File: src/rtl/ifm_load_ctrl_if.sv
// ---------------------------------------------------------------------------
// ifm_load_ctrl_if
// Beat stream from the DMA/bus side into the IFM load controller.
//   in_valid_i        : beat valid (master -> slave)
//   in_ready_o        : beat accepted when valid & ready (slave -> master)
//   in_sparsemap_i    : BUS_SIZE-bit sparsemap of the beat
//   in_nonzero_data_i : BUS_SIZE nonzero bytes of the beat
// master = DMA/bus producer, slave = ifm_load_ctrl.
// ---------------------------------------------------------------------------
interface ifm_load_ctrl_if #(
  parameter int BUS_SIZE = 32
);
  logic                  in_valid_i;
  logic                  in_ready_o;
  logic [BUS_SIZE-1:0]   in_sparsemap_i;
  logic [BUS_SIZE*8-1:0] in_nonzero_data_i;

  modport master (
    output in_valid_i,
    output in_sparsemap_i,
    output in_nonzero_data_i,
    input  in_ready_o
  );

  modport slave (
    input  in_valid_i,
    input  in_sparsemap_i,
    input  in_nonzero_data_i,
    output in_ready_o
  );
endinterface

File: src/rtl/ifm_load_ctrl.sv
// ---------------------------------------------------------------------------
// ifm_load_ctrl
// Chunk-level ring-buffer controller for the IFM SRAM bank array.
// SRAM_IFM_NUM slots of WR_DAT_CYC_NUM beats each. Incoming beats are
// written straight through to memory at the tail (wr_chunk/wr_dat); the
// compute side walks the head (rd_chunk/rd_dat) and may keep a chunk for
// reuse instead of releasing it. chunk_cnt counts complete, unreleased
// chunks and is the only thing that gates writes and reads.
// Ports:
//   clk_i, rst_i        : clock, synchronous active-high reset
//   in_if (slave)       : beat stream (valid/ready, sparsemap, nonzero data)
//   wr_*_o              : memory write strobe, data and beat/slot indices
//   rd_en_i, rd_keep_i  : consumer takes a beat / keeps chunk on last beat
//   chunk_valid_o       : head chunk complete and readable
//   rd_dat_count_o, rd_chunk_count_o : read beat/slot indices
//   chunk_cnt_o, full_o, empty_o     : occupancy
// ---------------------------------------------------------------------------
module ifm_load_ctrl #(
  parameter int BUS_SIZE       = 32,
  parameter int WR_DAT_CYC_NUM = 4,
  parameter int SRAM_IFM_NUM   = 4,
  localparam int DAT_W         = $clog2(WR_DAT_CYC_NUM),
  localparam int CHK_W         = $clog2(SRAM_IFM_NUM),
  localparam int CNT_W         = CHK_W + 1
) (
  input  logic                  clk_i,
  input  logic                  rst_i,
  ifm_load_ctrl_if.slave        in_if,
  output logic                  wr_valid_o,
  output logic [BUS_SIZE-1:0]   wr_sparsemap_o,
  output logic [BUS_SIZE*8-1:0] wr_nonzero_data_o,
  output logic [DAT_W-1:0]      wr_dat_count_o,
  output logic [CHK_W-1:0]      wr_chunk_count_o,
  input  logic                  rd_en_i,
  input  logic                  rd_keep_i,
  output logic                  chunk_valid_o,
  output logic [DAT_W-1:0]      rd_dat_count_o,
  output logic [CHK_W-1:0]      rd_chunk_count_o,
  output logic [CNT_W-1:0]      chunk_cnt_o,
  output logic                  full_o,
  output logic                  empty_o
);

  logic [DAT_W-1:0] wr_dat_q, wr_dat_d;
  logic [CHK_W-1:0] wr_chunk_q, wr_chunk_d;
  logic [DAT_W-1:0] rd_dat_q, rd_dat_d;
  logic [CHK_W-1:0] rd_chunk_q, rd_chunk_d;
  logic [CNT_W-1:0] chunk_cnt_q, chunk_cnt_d;

  logic full_s, empty_s, wr_accept_s, wr_done_s, rd_fire_s, rd_last_s, rel_s;

  // Occupancy flags, handshake and event decode
  always_comb begin
    full_s      = (chunk_cnt_q == CNT_W'(SRAM_IFM_NUM));
    empty_s     = (chunk_cnt_q == CNT_W'(0));
    // Reset gates the strobe so a beat presented during reset is never written.
    wr_accept_s = in_if.in_valid_i & ~full_s & ~rst_i;
    wr_done_s   = wr_accept_s & (wr_dat_q == DAT_W'(WR_DAT_CYC_NUM - 1));
    // Reads only count against complete chunks; a partial tail is invisible.
    rd_fire_s   = rd_en_i & ~empty_s;
    rd_last_s   = (rd_dat_q == DAT_W'(WR_DAT_CYC_NUM - 1));
    rel_s       = rd_fire_s & rd_last_s & ~rd_keep_i;
  end

  // Output drive: write path is a zero-latency pass-through
  always_comb begin
    in_if.in_ready_o  = ~full_s;
    wr_valid_o        = wr_accept_s;
    wr_sparsemap_o    = in_if.in_sparsemap_i;
    wr_nonzero_data_o = in_if.in_nonzero_data_i;
    wr_dat_count_o    = wr_dat_q;
    wr_chunk_count_o  = wr_chunk_q;
    chunk_valid_o     = ~empty_s;
    rd_dat_count_o    = rd_dat_q;
    rd_chunk_count_o  = rd_chunk_q;
    chunk_cnt_o       = chunk_cnt_q;
    full_o            = full_s;
    empty_o           = empty_s;
  end

  // Next-state for write pointer, read pointer and chunk count
  always_comb begin
    wr_dat_d    = wr_dat_q;
    wr_chunk_d  = wr_chunk_q;
    rd_dat_d    = rd_dat_q;
    rd_chunk_d  = rd_chunk_q;
    chunk_cnt_d = chunk_cnt_q;

    if (wr_done_s) begin
      wr_dat_d   = DAT_W'(0);
      wr_chunk_d = wr_chunk_q + CHK_W'(1);  // power-of-2 slot count wraps naturally
    end else if (wr_accept_s) begin
      wr_dat_d   = wr_dat_q + DAT_W'(1);
    end else begin
      wr_dat_d   = wr_dat_q;
    end

    if (rd_fire_s && rd_last_s) begin
      rd_dat_d = DAT_W'(0);
      // Keeping the chunk replays the same slot from beat 0.
      if (rel_s) begin
        rd_chunk_d = rd_chunk_q + CHK_W'(1);
      end else begin
        rd_chunk_d = rd_chunk_q;
      end
    end else if (rd_fire_s) begin
      rd_dat_d = rd_dat_q + DAT_W'(1);
    end else begin
      rd_dat_d = rd_dat_q;
    end

    case ({wr_done_s, rel_s})
      2'b10:   chunk_cnt_d = chunk_cnt_q + CNT_W'(1);
      2'b01:   chunk_cnt_d = chunk_cnt_q - CNT_W'(1);
      default: chunk_cnt_d = chunk_cnt_q;
    endcase
  end

  // State registers with synchronous reset
  always_ff @(posedge clk_i) begin
    if (rst_i) begin
      wr_dat_q    <= '0;
      wr_chunk_q  <= '0;
      rd_dat_q    <= '0;
      rd_chunk_q  <= '0;
      chunk_cnt_q <= '0;
    end else begin
      wr_dat_q    <= wr_dat_d;
      wr_chunk_q  <= wr_chunk_d;
      rd_dat_q    <= rd_dat_d;
      rd_chunk_q  <= rd_chunk_d;
      chunk_cnt_q <= chunk_cnt_d;
    end
  end

endmodule

File: src/flat_wrapper.sv
// flat-port wrapper written by rule: the top's interface ports become plain ports
module ifm_load_ctrl_flat 
#(
  parameter int BUS_SIZE       = 32,
  parameter int WR_DAT_CYC_NUM = 4,
  parameter int SRAM_IFM_NUM   = 4,
  localparam int DAT_W         = $clog2(WR_DAT_CYC_NUM),
  localparam int CHK_W         = $clog2(SRAM_IFM_NUM),
  localparam int CNT_W         = CHK_W + 1
)
  (clk_i, rst_i, wr_valid_o, wr_sparsemap_o, wr_nonzero_data_o, wr_dat_count_o, wr_chunk_count_o, rd_en_i, rd_keep_i, chunk_valid_o, rd_dat_count_o, rd_chunk_count_o, chunk_cnt_o, full_o, empty_o, in_if_in_valid_i, in_if_in_sparsemap_i, in_if_in_nonzero_data_i, in_if_in_ready_o);
  ifm_load_ctrl_if #(.BUS_SIZE(BUS_SIZE)) in_if_i ();
  input  logic clk_i;
  input  logic rst_i;
  output logic wr_valid_o;
  output logic [BUS_SIZE-1:0] wr_sparsemap_o;
  output logic [BUS_SIZE*8-1:0] wr_nonzero_data_o;
  output logic [DAT_W-1:0] wr_dat_count_o;
  output logic [CHK_W-1:0] wr_chunk_count_o;
  input  logic rd_en_i;
  input  logic rd_keep_i;
  output logic chunk_valid_o;
  output logic [DAT_W-1:0] rd_dat_count_o;
  output logic [CHK_W-1:0] rd_chunk_count_o;
  output logic [CNT_W-1:0] chunk_cnt_o;
  output logic full_o;
  output logic empty_o;
  input wire logic [$bits(in_if_i.in_valid_i)-1:0] in_if_in_valid_i;
  input wire logic [$bits(in_if_i.in_sparsemap_i)-1:0] in_if_in_sparsemap_i;
  input wire logic [$bits(in_if_i.in_nonzero_data_i)-1:0] in_if_in_nonzero_data_i;
  output wire logic [$bits(in_if_i.in_ready_o)-1:0] in_if_in_ready_o;
  assign in_if_i.in_valid_i = in_if_in_valid_i;
  assign in_if_i.in_sparsemap_i = in_if_in_sparsemap_i;
  assign in_if_i.in_nonzero_data_i = in_if_in_nonzero_data_i;
  assign in_if_in_ready_o = in_if_i.in_ready_o;
  ifm_load_ctrl #(.BUS_SIZE(BUS_SIZE), .WR_DAT_CYC_NUM(WR_DAT_CYC_NUM), .SRAM_IFM_NUM(SRAM_IFM_NUM)) u_core (.clk_i(clk_i), .rst_i(rst_i), .in_if(in_if_i), .wr_valid_o(wr_valid_o), .wr_sparsemap_o(wr_sparsemap_o), .wr_nonzero_data_o(wr_nonzero_data_o), .wr_dat_count_o(wr_dat_count_o), .wr_chunk_count_o(wr_chunk_count_o), .rd_en_i(rd_en_i), .rd_keep_i(rd_keep_i), .chunk_valid_o(chunk_valid_o), .rd_dat_count_o(rd_dat_count_o), .rd_chunk_count_o(rd_chunk_count_o), .chunk_cnt_o(chunk_cnt_o), .full_o(full_o), .empty_o(empty_o));
endmodule
File: config.mk
export PLATFORM = sky130hd
export DESIGN_NAME = ifm_load_ctrl_flat
export DESIGN_NICKNAME = d
export VERILOG_FILES = /design/src/rtl/ifm_load_ctrl_if.sv /design/src/rtl/ifm_load_ctrl.sv /design/src/flat_wrapper.sv
export SDC_FILE = /design/constraint.sdc
export NUM_CORES = 1
export LEC_CHECK = 0
export CAP_MARGIN = 20
export CORE_AREA = 4 4 229 231
export DETAILED_ROUTE_END_ITERATION = 6
export DIE_AREA = 0 0 233 235
export GPL_TIMING_DRIVEN = 0
export PLACE_DENSITY = 0.35
export SLEW_MARGIN = 0
export SYNTH_ARGS = -nofsm -noshare
export SYNTH_HDL_FRONTEND = slang
export SYNTH_SLANG_ARGS = --single-unit
File: constraint.sdc
create_clock -name clk_i -period 5.1 [get_ports clk_i]
set_input_delay 1.53 -clock clk_i [delete_from_list [all_inputs] [get_ports clk_i]]
set_output_delay 1.53 -clock clk_i [all_outputs]
set_load 0.1 [all_outputs]
== Word-level counts from Yosys, hierarchy flattened ==
Index checks and enable logic that the tools add are counted.

* Flip-flop bits (word level): 11
* Output and inout port bits: 304

* Add/sub/neg operators: 6
* Eq/ne operators: 5
* Muxes and demuxes: 1
* Bitwise logic cells: 10
* Reduce and logical (&&, ||, !) cells: 6

{| class="wikitable"
|+ Operator list
! kind !! count
|-
| $add A2 B1 Y2 const B || 4
|-
| $and A1 B1 Y1 || 6
|-
| $eq A2 B2 Y1 const B || 3
|-
| $pmux W3 S2 || 1
|-
| $not A1 Y1 || 4
|-
| $reduce_or A2 Y1 || 2
|-
| $add A3 B1 Y3 const B || 1
|-
| $eq A3 B3 Y1 const B || 1
|-
| $logic_not A3 Y1 || 1
|-
| $sub A3 B1 Y3 const B || 1
|-
| $eq A2 B1 Y1 const B || 1
|-
| $reduce_and A2 Y1 || 1
|-
| $reduce_bool A2 Y1 || 1
|-
| $logic_and A1 B1 Y1 || 1
|}

== Longest topological paths before layout ==
Gate-level depths: netlist of the first run.

* Word-level depth: 7
* Mapped depth: 10
* Gate-level depth less buffers: 10

== Worst setup path before layout of the first run ==
OpenSTA, ideal clock, no wires.

* Kind: reg2out
* Start point: register u_core.chunk_cnt_q[0] (netlist: u_core.chunk_cnt_o[0])
* End point: output wr_valid_o
* Data arrival time: 3.390 ns
* Data required time: 3.570 ns
* Slack: 0.180 ns
* Stages on the path, launching flop included: 5
* Path through: dfxtp_1 -> inv_2 -> nand3_2 -> inv_2 -> nor2_1

* Cells in the longest elaborated chain, start to end: 4

{| class="wikitable"
|+ RTL lines
! item !! RTL line !! source
|-
| start, declared || ifm_load_ctrl.sv:48 || <nowiki>logic [CNT_W-1:0] chunk_cnt_q, chunk_cnt_d;</nowiki>
|-
| start signal, assigned || ifm_load_ctrl.sv:132 || <nowiki>chunk_cnt_q <= chunk_cnt_d;</nowiki>
|-
| $eq A3 B3 Y1 || ifm_load_ctrl.sv:54 || <nowiki>full_s = (chunk_cnt_q == CNT_W'(SRAM_IFM_NUM));</nowiki>
|-
| $not A1 Y1 || -- ||
|-
| via in_if_in_ready_o || flat_wrapper.sv:31 || <nowiki>output wire logic [$bits(in_if_i.in_ready_o)-1:0] in_if_in_ready_o;</nowiki>
|-
| $and A1 B1 Y1 (2 in a row) || ifm_load_ctrl.sv:57 || <nowiki>wr_accept_s = in_if.in_valid_i & ~full_s & ~rst_i;</nowiki>
|-
| end, declared || flat_wrapper.sv:15 || <nowiki>output logic wr_valid_o;</nowiki>
|}

The timed path passes the listed nets, and every way through them passes these cells.

== Worst setup path in the final report of the first run ==
* Start point: input rst_i
* End point: output wr_valid_o

* Cells in the longest elaborated chain, start to end: 2

{| class="wikitable"
|+ RTL lines
! item !! RTL line !! source
|-
| start, declared || flat_wrapper.sv:14 || <nowiki>input logic rst_i;</nowiki>
|-
| $not A1 Y1 || ifm_load_ctrl.sv:57 ||
|-
| $and A1 B1 Y1 || ifm_load_ctrl.sv:57 ||
|}

Every way passes these cells.

==> results of run 1 <==
power by group through the flow:
stage / clock (W) / combinational (W) / sequential (W)
after global routing: 0.000153 / 0.00137 / 0.0000899
after global placement: 0 / 0.00134 / 0.0000913
after CTS: 0.000149 / 0.00135 / 0.0000898
final: 0.000146 / 0.00134 / 0.0000897
after detailed placement: 0 / 0.00135 / 0.0000913
after floorplan: 0 / 0.00108 / 0.000103
sequential cells by signal, indices dropped and copies added (netlist names):
signal                   cells
u_core.wr_chunk_count_o      2
u_core.rd_chunk_count_o      2
u_core.wr_dat_count_o        2
u_core.rd_dat_count_o        2
u_core.chunk_cnt_o           3
kinds of logic (layout without fill, tap and decap cells):
kind of cell | after synthesis | in the layout | share of synthesized area
simple gates | 24 | 24 | 0.0541
buf+inv | 294 | 610 | 0.801
mux | 3 | 3 | 0.0119
fa+ha+maj | 4 | 4 | 0.0211
flops | 11 | 11 | 0.0807
xor+xnor | 2 | 2 | 0.00642
compound gates | 12 | 12 | 0.0248
other cells | 0 | 1 | 0
worst min-delay path, stage by stage (launching register included):
cell	delay [ns]
dfxtp_1	0.32
nand2_1	0.06
a21oi_1	0.05
cell usage after synthesis:
library cell,number,share of area
a21oi_1,7,0.013
mux2i_1,1,0.0037
nor2_1,6,0.0083
xor2_1,2,0.0064
nand2b_1,2,0.0046
ha_1,3,0.014
inv_2,3,0.0041
nor3b_1,1,0.0028
nand3b_1,1,0.0028
or3b_2,1,0.0032
nand2_1,2,0.0028
inv_1,2,0.0028
nand3_2,1,0.0037
or4b_1,1,0.0037
nand4b_1,1,0.0032
buf_4,288,0.79
clkbuf_1,1,0.0014
nor2b_1,2,0.0046
fa_1,1,0.0073
o21ai_0,4,0.0073
dfxtp_1,11,0.081
o31ai_2,1,0.0046
or3_1,5,0.011
mux2_2,2,0.0083
or3b_1,1,0.0032
worst paths after layout:
check / startpoint / to
setup / recovery: rst_i / wr_valid_o
hold / removal: u_core.rd_dat_count_o[1] / u_core.rd_dat_count_o[1]
setup reg to reg: u_core.chunk_cnt_o[0] / u_core.chunk_cnt_o[2]
hold reg to reg: u_core.rd_dat_count_o[1] / u_core.rd_dat_count_o[1]
through the flow:
step           instances  total power (W)
2_1_floorplan        350          0.00118
3_3_place_gp        1330          0.00144
3_5_place_dp        1334          0.00144
4_1_cts             1338          0.00159
5_1_grt             1338          0.00161
6_report            1339          0.00158
final cells by class:
type	instances	area, µm²
repair buffers	312	3160
fillers	5716	43300
well taps	672	841
plain buffers	289	2170
multi-input cells	45	323
clock buffers	4	78.8
flip-flops and latches	11	220
diodes	1	2.50
inverters	5	18.8
per-layer routing:
layer  vias up  share of wire  GRT usage
li1       1425              -          -
met4         8          0.020     0.0125
met2       274           0.55      0.109
met5         -         0.0034          0
met1      1346           0.31     0.0464
met3        16           0.11     0.0165
==> Flow_metrics.wiki, run 1 <==
{| class="wikitable"
! Metric !! Value
|-
| Maximum fanout along the worst path || 5
|-
| Post-DP HPWL || about 16000 µm
|-
| Net count of the mapped netlist || around 650
|-
| Area of all placed cells without fillers || between 6000 and 7000 µm²
|-
| Post-route setup TNS || 0 ns
|-
| Utilization after layout || 0.136
|-
| Buffering stage count on the worst path with inverters included || 2
|-
| Setup-failing EPs final || 0
|-
| Post-CTS Setup Inserts || 0
|-
| Std-Cell Rows || 82
|-
| DR pass1 iterations || 4
|-
| Congestion Overflow GR || 0
|-
| Unrepaired setup endpoints after global routing || false
|-
| Synthesized instance count || 350
|-
| Vertical die dimension || about 240 µm
|-
| Worst hold slack || just under 0.5 ns
|-
| CP top delay family || buffers and inverters
|-
| Startpoint type of the worst setup path || primary input
|-
| Port bufs || around 310
|-
| Number of nets still failing antenna checks after routing || 0
|-
| X dimension of the die || roughly 230 µm
|-
| TritonCTS clock tree || yes
|-
| Vias in the first global route || 3310
|-
| Combined area of all synthesized cells || 2730 µm²
|-
| Clock Path Buffers || 2
|-
| Remaining max-slew budget at the tightest pin || 0.295
|-
| Final Cycle Share || 0.945
|-
| Peak clock frequency supported by timing || around 210 MHz
|-
| CTS sink count || 11
|-
| Share of power burned in the clock network || 0.092
|-
| Sequential-to-total area share from yosys stat || 0.0807
|-
| Starting utilization of the core area || 0.0545
|-
| Type of the setup path with the least slack || primary input to primary output
|-
| Most frequent cells in the layout || clkdlybuf4s50_1 (307), buf_4 (288), dfxtp_1 (11)
|-
| Area delta synth->final || 150%
|-
| Routed wirelength normalized by instance count || roughly 13 µm
|-
| Class of the tightest hold or removal check || flop to flop
|-
| Routability Congestion || roughly 0.83
|-
| Static Leakage || roughly 2.9 nW
|-
| Share of power burned in registers || 0.057
|-
| Core ar. || 50100 µm²
|-
| Largest voltage drop on the vdd net || approximately 0.11 mV
|-
| Cell-internal power || around 0.00054 W
|-
| Dpl ws || -0.00730 ns
|-
| WP depth || 4
|-
| Portion of total power attributed to combinational logic || 0.851
|-
| Required arrival time at the worst endpoint || around 3.6 ns
|-
| Power per cell area || roughly 230 nW/µm²
|-
| Via/cell ratio || ~2.3
|-
| Flops & latches, synth || 11
|-
| Final period demand of the worst path || between 4 and 5 ns
|-
| Post-detailed-placement cell area || 6730 µm²
|-
| Netlist cell types || 25
|-
| Synthesized area per cell || slightly below 8 µm²
|-
| Final layout net count || just under 1000
|-
| Maximum number of pins on one net before global-route repair || 11
|-
| Depth of the worst register-to-register path || 8
|-
| Most frequent standard cell in the layout excluding fill and tap cells || clkdlybuf4s50_1
|-
| Number of maximum-capacitance violations || 0
|-
| Clk Latency, worst-skew pair || between 0.2 and 0.25 ns
|-
| Number of gates resized after cts || 1
|-
| Worst clock skew || between 0.002 and 0.0025 ns
|-
| Number of violations reported at the end of detailed-routing iteration 0 || 56
|-
| DRC Markers || 0
|-
| Switching share of total power || 0.661
|-
| First-pass GRT wire length || 21600 µm
|-
| Clock buffers created by TritonCTS || 3
|-
| Clk slew on worst S/H paths || 0.04 ns
|-
| Critical Path AT || around 3.3 ns
|-
| Number of top-level pins || around 600
|-
| Die area || around 55000 µm²
|-
| Cell type of the slowest stage on the worst timing path || dlygate4sd2_1
|-
| Count of hold buffers inserted by post-cts repair || 0
|-
| Cells on Worst Hold Path || 2
|-
| Register-to-register setup slack || approximately 2.7 ns
|-
| GRT Total Usage || 0.0519
|-
| Endpoint type of the worst setup path || primary output
|-
| Share of layout cells above drive strength 1 || 0.455
|-
| Warnings from Yosys || 0
|-
| Maximum single-stage delay on the critical path || 0.88 ns
|-
| DR vias || around 3000
|-
| Routed Wire Length || 16900 µm
|-
| Final worst-path setup slack || approximately 0.28 ns
|-
| P_sw || between 0.001 and 0.0015 W
|-
| Transition time at the pin with the least slew margin || 1.05 ns
|-
| Number of antenna violations at the first check in global routing || 5
|-
| Chain of cells forming the critical path || clkdlybuf4s50_1, nand2b_1, nor2_1, dlygate4sd2_1
|-
| Fin. max-slew vios || 0
|-
| Clock root cell || clkbuf_16
|-
| Number of hold-slack violations in the final timing report || 0
|-
| H-Tree Depth || 1
|-
| Result of the run || complete, no violations
|}
No activity file was read; power rests on OpenSTA's default activity.
==> inputs of run 2 (changes only) <==
--- a/config.mk
+++ b/config.mk
@@ -7,10 +7,12 @@
 export LEC_CHECK = 0
 export CAP_MARGIN = 20
 export CORE_AREA = 4 4 229 231
+export CTS_CLUSTER_SIZE = 14
 export DETAILED_ROUTE_END_ITERATION = 6
 export DIE_AREA = 0 0 233 235
 export GPL_TIMING_DRIVEN = 0
 export PLACE_DENSITY = 0.35
+export SKIP_CTS_REPAIR_TIMING = 1
 export SLEW_MARGIN = 0
 export SYNTH_ARGS = -nofsm -noshare
 export SYNTH_HDL_FRONTEND = slang
==> Flow_metrics.wiki, run 2 (synthesis results as in run 1) <==
{| class="wikitable"
! Metric !! Value
|-
| Routed Wire Length || 16900 µm (about the same)
|-
| Final layout net count || 964 (unchanged)
|-
| H-Tree Depth || 1 (unchanged)
|-
| Most frequent standard cell in the layout excluding fill and tap cells || clkdlybuf4s50_1 (unchanged)
|-
| Port bufs || 308 (unchanged)
|-
| Unrepaired setup endpoints after global routing || false (unchanged)
|-
| TritonCTS clock tree || yes (unchanged)
|-
| X dimension of the die || 233 µm (unchanged)
|-
| Static Leakage || 2.88 nW (was 2.87 nW)
|-
| Class of the tightest hold or removal check || flop to flop (unchanged)
|-
| HP Start || u_core.rd_dat_count_o[1] (unchanged)
|-
| Type of the setup path with the least slack || primary input to primary output (unchanged)
|-
| Std-Cell Rows || 82 (unchanged)
|-
| Startpoint type of the worst setup path || primary input (unchanged)
|-
| Critical Path AT || 3.17 ns (was 3.29 ns)
|-
| Number of maximum-capacitance violations || 0 (unchanged)
|-
| Congestion Overflow GR || 0 (unchanged)
|-
| Die area || 54800 µm² (unchanged)
|-
| DRC Markers || 0 (unchanged)
|-
| Final period demand of the worst path || 4.70 ns (was 4.82 ns)
|-
| Post-route setup TNS || 0 ns (unchanged)
|-
| Number of hold-slack violations in the final timing report || 0 (unchanged)
|-
| Number of antenna violations at the first check in global routing || 5 (unchanged)
|-
| Most frequent cells in the layout || clkdlybuf4s50_1 (307), buf_4 (288), dfxtp_1 (11) (unchanged)
|-
| Vertical die dimension || 235 µm (unchanged)
|-
| Fin. max-slew vios || 0 (unchanged)
|-
| Number of flip-flops under the largest register name || 3 (unchanged)
|-
| Clk Latency, worst-skew pair || 0.24 ns (about the same)
|-
| DR vias || 3059 (was 3069)
|-
| DR pass1 iterations || 4 (unchanged)
|-
| Number of nets still failing antenna checks after routing || 0 (unchanged)
|-
| Routability Congestion || 0.826 (unchanged)
|-
| Result of the run || complete, no violations (unchanged)
|-
| Share of layout cells above drive strength 1 || 0.455 (unchanged)
|-
| Setup crit start || rst_i (unchanged)
|-
| Setup-failing EPs final || 0 (unchanged)
|-
| Largest voltage drop on the vdd net || 0.124 mV (was 0.112 mV)
|-
| Final Cycle Share || 0.922 (was 0.945)
|-
| CTS sink count || 11 (unchanged)
|-
| Peak clock frequency supported by timing || 213 MHz (was 208 MHz)
|-
| Via/cell ratio || 2.28 (was 2.29)
|-
| Maximum number of pins on one net before global-route repair || 11 (unchanged)
|-
| Clock root cell || clkbuf_16 (unchanged)
|-
| Area delta synth->final || 150% (about the same)
|-
| First-pass GRT wire length || 21600 µm (unchanged)
|-
| Overall power after layout || 0.00158 W (about the same)
|-
| Register-to-register setup slack || 2.72 ns (was 2.70 ns)
|-
| Post-DP HPWL || 16000 µm (unchanged)
|-
| Transition time at the pin with the least slew margin || 1.05 ns (unchanged)
|-
| Routed wirelength normalized by instance count || 12.6 µm (about the same)
|-
| Clock Path Buffers || 2 (unchanged)
|-
| Power per cell area || 232 nW/µm² (about the same)
|-
| Starting utilization of the core area || 0.0545 (unchanged)
|-
| Remaining max-slew budget at the tightest pin || 0.295 (unchanged)
|-
| Launch instance of the worst register-to-register path || u_core.chunk_cnt_o[0] (unchanged)
|-
| Worst clock skew || 0.00133 ns (was 0.00247 ns)
|-
| GRT Total Usage || 0.0519 (unchanged)
|-
| Clk slew on worst S/H paths || 0.04 ns (about the same)
|-
| Required arrival time at the worst endpoint || 3.57 ns (about the same)
|-
| Endpoint type of the worst setup path || primary output (unchanged)
|-
| Core ar. || 50100 µm² (unchanged)
|-
| Vias in the first global route || 3310 (unchanged)
|-
| Clock buffers created by TritonCTS || 3 (unchanged)
|-
| Number of top-level pins || 597 (unchanged)
|-
| Maximum fanout along the worst path || 5 (unchanged)
|-
| Worst hold slack || 0.490 ns (was 0.486 ns)
|-
| Number of violations reported at the end of detailed-routing iteration 0 || 66 (was 56)
|}
## run 2: cell count changes in the layout (fill, tap and decap cells not counted), sizes merged
| cell | delta |
|---|---|
| dlygate4sd2 | -1 |
| dlymetal6s2s | +1 |
## run 2: through the flow
stage | util | worst slack (ns) | cells | cell area, µm²
floorplan | - | 0.180 | 350 | 2730
global placement | 0.133 | -0.00449 | 1330 | 6650
detailed placement | 0.134 | -0.00730 | 1334 | 6730
CTS | 0.136 | -0.0214 | 1338 | 6810
global route | 0.136 | 0.311 | 1338 | 6810
finish | 0.136 | 0.396 | 1339 | 6820
## run 2: cell type report
class | count | area [µm²]
buffer | 289 | 2170
sequential | 11 | 220
antenna | 1 | 2.50
clock buffer | 4 | 78.8
fill | 5718 | 43300
timing repair buffer | 312 | 3170
multi-input combinational | 45 | 323
tap | 672 | 841
inverter | 5 | 18.8
## run 2: critical path, cell delays in order
cell and delay, ns:
clkdlybuf4s50_1 0.47, nand2b_1 0.23, nor2_1 0.16, dlymetal6s2s_1 0.77
## run 2: report_power, final
part | internal, W | total, W | leakage [nW] | switching [W]
Sequential | 0.0000880 | 0.0000897 | 0.0890 | 0.00000172
Clock | 0.000105 | 0.000146 | 0.0382 | 0.0000406
Combinational | 0.000342 | 0.00134 | 2.75 | 0.00100
Total | 0.000536 | 0.00158 | 2.88 | 0.00104
## run 2: layer usage
layer,global-route usage,part of all wire,wire [µm]
met3,0.0165,0.11,1920
met5,0,0.0034,57
met2,0.109,0.55,9390
met1,0.0464,0.31,5210
met4,0.0125,0.020,337
## run 2: worst paths after layout
kind                                                 end  cells past startpoint
worst max register to register     u_core.chunk_cnt_o[2]                      8
worst min register to register  u_core.rd_dat_count_o[1]                      2
worst min-delay path            u_core.rd_dat_count_o[1]                      2
worst max-delay path                          wr_valid_o                      4
==> inputs of run 3 (changes only) <==
==> constraint.sdc (replaced) <==
create_clock -name clk_i -period 5.53 [get_ports clk_i]
set_input_delay 1.659 -clock clk_i [delete_from_list [all_inputs] [get_ports clk_i]]
set_output_delay 1.659 -clock clk_i [all_outputs]
set_load 0.1 [all_outputs]
==> Flow_metrics.wiki, run 3 (synthesis results as in run 1) <==
{| class="wikitable"
! Metric !! Value
|-
| Result of the run || complete, no violations (unchanged)
|-
| Clock buffers created by TritonCTS || 3 (unchanged)
|-
| Register-to-register setup slack || 3.13 ns (was 2.72 ns)
|-
| Routability Congestion || 0.826 (unchanged)
|-
| TritonCTS clock tree || yes (unchanged)
|-
| Clock root cell || clkbuf_16 (unchanged)
|-
| Congestion Overflow GR || 0 (unchanged)
|-
| Static Leakage || 2.86 nW (was 2.88 nW)
|-
| H-Tree Depth || 1 (unchanged)
|-
| Filler cell count || 5715 (was 5718)
|-
| Switching share of total power || 0.661 (about the same)
|-
| Remaining max-slew budget at the tightest pin || 0.295 (unchanged)
|-
| Routed Wire Length || 16900 µm (about the same)
|-
| GRT Total Usage || 0.0519 (unchanged)
|-
| Post-route setup TNS || 0 ns (unchanged)
|-
| HP Start || u_core.rd_dat_count_o[1] (unchanged)
|-
| Area delta synth->final || 150% (about the same)
|-
| Via/cell ratio || 2.29 (was 2.28)
|-
| Number of violations reported at the end of detailed-routing iteration 0 || 56 (was 66)
|-
| Post-DP HPWL || 16000 µm (unchanged)
|-
| Worst clock skew || 0.00247 ns (was 0.00133 ns)
|-
| Number of maximum-capacitance violations || 0 (unchanged)
|-
| Number of flip-flops under the largest register name || 3 (unchanged)
|-
| Final period demand of the worst path || ~5.4 ns
|-
| Setup-failing EPs final || 0 (unchanged)
|-
| Std-Cell Rows || 82 (unchanged)
|-
| Most frequent cells in the layout || clkdlybuf4s50_1 (308), buf_4 (288), dfxtp_1 (11) (was clkdlybuf4s50_1 (307), buf_4 (288), dfxtp_1 (11))
|-
| Critical Path AT || 3.71 ns (was 3.17 ns)
|-
| Number of nets still failing antenna checks after routing || 0 (unchanged)
|-
| Vertical die dimension || 235 µm (unchanged)
|-
| Power per cell area || 214 nW/µm² (was 232 nW/µm²)
|-
| Clk Latency, worst-skew pair || 0.24 ns (about the same)
|-
| Number of top-level pins || 597 (unchanged)
|-
| Largest voltage drop on the vdd net || 0.103 mV (was 0.124 mV)
|-
| Unrepaired setup endpoints after global routing || false (unchanged)
|-
| Share of layout cells above drive strength 1 || 0.455 (unchanged)
|-
| Portion of total power attributed to combinational logic || 0.851 (about the same)
|-
| Peak clock frequency supported by timing || 186 MHz
|-
| Clock Path Buffers || 2 (unchanged)
|-
| Core ar. || 50100 µm² (unchanged)
|-
| Most frequent standard cell in the layout excluding fill and tap cells || clkdlybuf4s50_1 (unchanged)
|-
| Depth of the worst register-to-register path || 8 (unchanged)
|-
| Final layout net count || 964 (unchanged)
|-
| Routed wirelength normalized by instance count || 12.6 µm (about the same)
|-
| Endpoint type of the worst setup path || primary output (unchanged)
|-
| Final Cycle Share || 0.970
|-
| DRC Markers || 0 (unchanged)
|-
| CTS sink count || 11 (unchanged)
|-
| Share of power burned in registers || 0.057 (about the same)
|-
| Maximum fanout along the worst path || 5 (unchanged)
|-
| Starting utilization of the core area || 0.0545 (unchanged)
|-
| Clk slew on worst S/H paths || 0.04 ns (about the same)
|-
| Fin. max-slew vios || 0 (unchanged)
|-
| Endpoint of the worst hold path || u_core.rd_dat_count_o[1] (unchanged)
|-
| Critical R2R Capture || u_core.chunk_cnt_o[2] (unchanged)
|-
| Launch instance of the worst register-to-register path || u_core.chunk_cnt_o[0] (unchanged)
|-
| Number of hold-slack violations in the final timing report || 0 (unchanged)
|-
| Transition time at the pin with the least slew margin || 1.05 ns (unchanged)
|-
| Maximum number of pins on one net before global-route repair || 11 (unchanged)
|-
| Port bufs || 308 (unchanged)
|-
| Die area || 54800 µm² (unchanged)
|-
| DR pass1 iterations || 4 (unchanged)
|-
| Share of power burned in the clock network || 0.092 (about the same)
|-
| Type of the setup path with the least slack || primary input to primary output (unchanged)
|-
| Number of antenna violations at the first check in global routing || 5 (unchanged)
|-
| DR vias || 3069 (was 3059)
|-
| Vias in the first global route || 3310 (unchanged)
|-
| Class of the tightest hold or removal check || flop to flop (unchanged)
|-
| P_sw || 0.000962 W (was 0.00104 W)
|-
| First-pass GRT wire length || 21600 µm (unchanged)
|-
| Startpoint type of the worst setup path || primary input (unchanged)
|-
| Cell-internal power || 0.000494 W (was 0.000536 W)
|-
| Required arrival time at the worst endpoint || 3.87 ns (was 3.57 ns)
|-
| X dimension of the die || 233 µm (unchanged)
|-
| Cells on Worst Hold Path || 2 (unchanged)
|-
| Utilization after layout || 0.136 (about the same)
|}
## run 3: how the worst max path moves through the flow
stage	startpoint	cells after the start	slack [ns]	to
5_1_grt	rst_i	4	0.07	wr_valid_o
3_3_place_gp	rst_i	4	0.17	wr_valid_o
2_1_floorplan	u_core.chunk_cnt_o[0]	4	0.48	wr_valid_o
6_report	rst_i	4	0.16	wr_valid_o
4_1_cts	rst_i	4	0.15	wr_valid_o
3_5_place_dp	rst_i	4	0.16	wr_valid_o
## run 3: layout make-up
cell class	count	area (µm²)	area share
Buffer	289	2170	0.318
Antenna cell	1	2.50	0.000367
Tap cell	672	841	0.123
Clock buffer	4	78.8	0.0116
Multi-Input combinational cell	45	323	0.0474
Timing Repair Buffer	312	3160	0.464
Inverter	5	18.8	0.00275
Sequential cell	11	220	0.0323
## run 3: routing by layer
layer  up-vias  share of wire  track usage
met5         -         0.0034            0
met1      1346           0.31       0.0464
li1       1425              -            -
met4         8          0.020       0.0125
met2       274           0.55        0.109
met3        16           0.11       0.0165
## run 3: worst max-delay path, cell delays in order
cell and delay (ns):
clkdlybuf4s50_1 0.47, nand2b_1 0.23, nor2_1 0.17, clkdlybuf4s50_1 1.17
## run 3: stage by stage
step           hold slack (ns)  area [µm²]  power (W)  setup slack [ns]  std cells
6_report                 0.486        6810    0.00146             0.163       1339
5_1_grt                  0.528        6810    0.00149            0.0720       1338
4_1_cts                  0.491        6810    0.00147             0.151       1338
3_5_place_dp             0.478        6730    0.00133             0.165       1334
3_3_place_gp             0.478        6650    0.00132             0.168       1330
2_1_floorplan            0.893        2730    0.00109             0.481        350
## run 3: power by group through the flow
stage,Clock (W),Combinational [W],Sequential [W]
final,0.000135,0.00124,0.0000827
after global routing,0.000141,0.00126,0.0000829
after CTS,0.000137,0.00125,0.0000828
after detailed placement,0,0.00125,0.0000842
after global placement,0,0.00124,0.0000842
after floorplan,0,0.000992,0.0000950
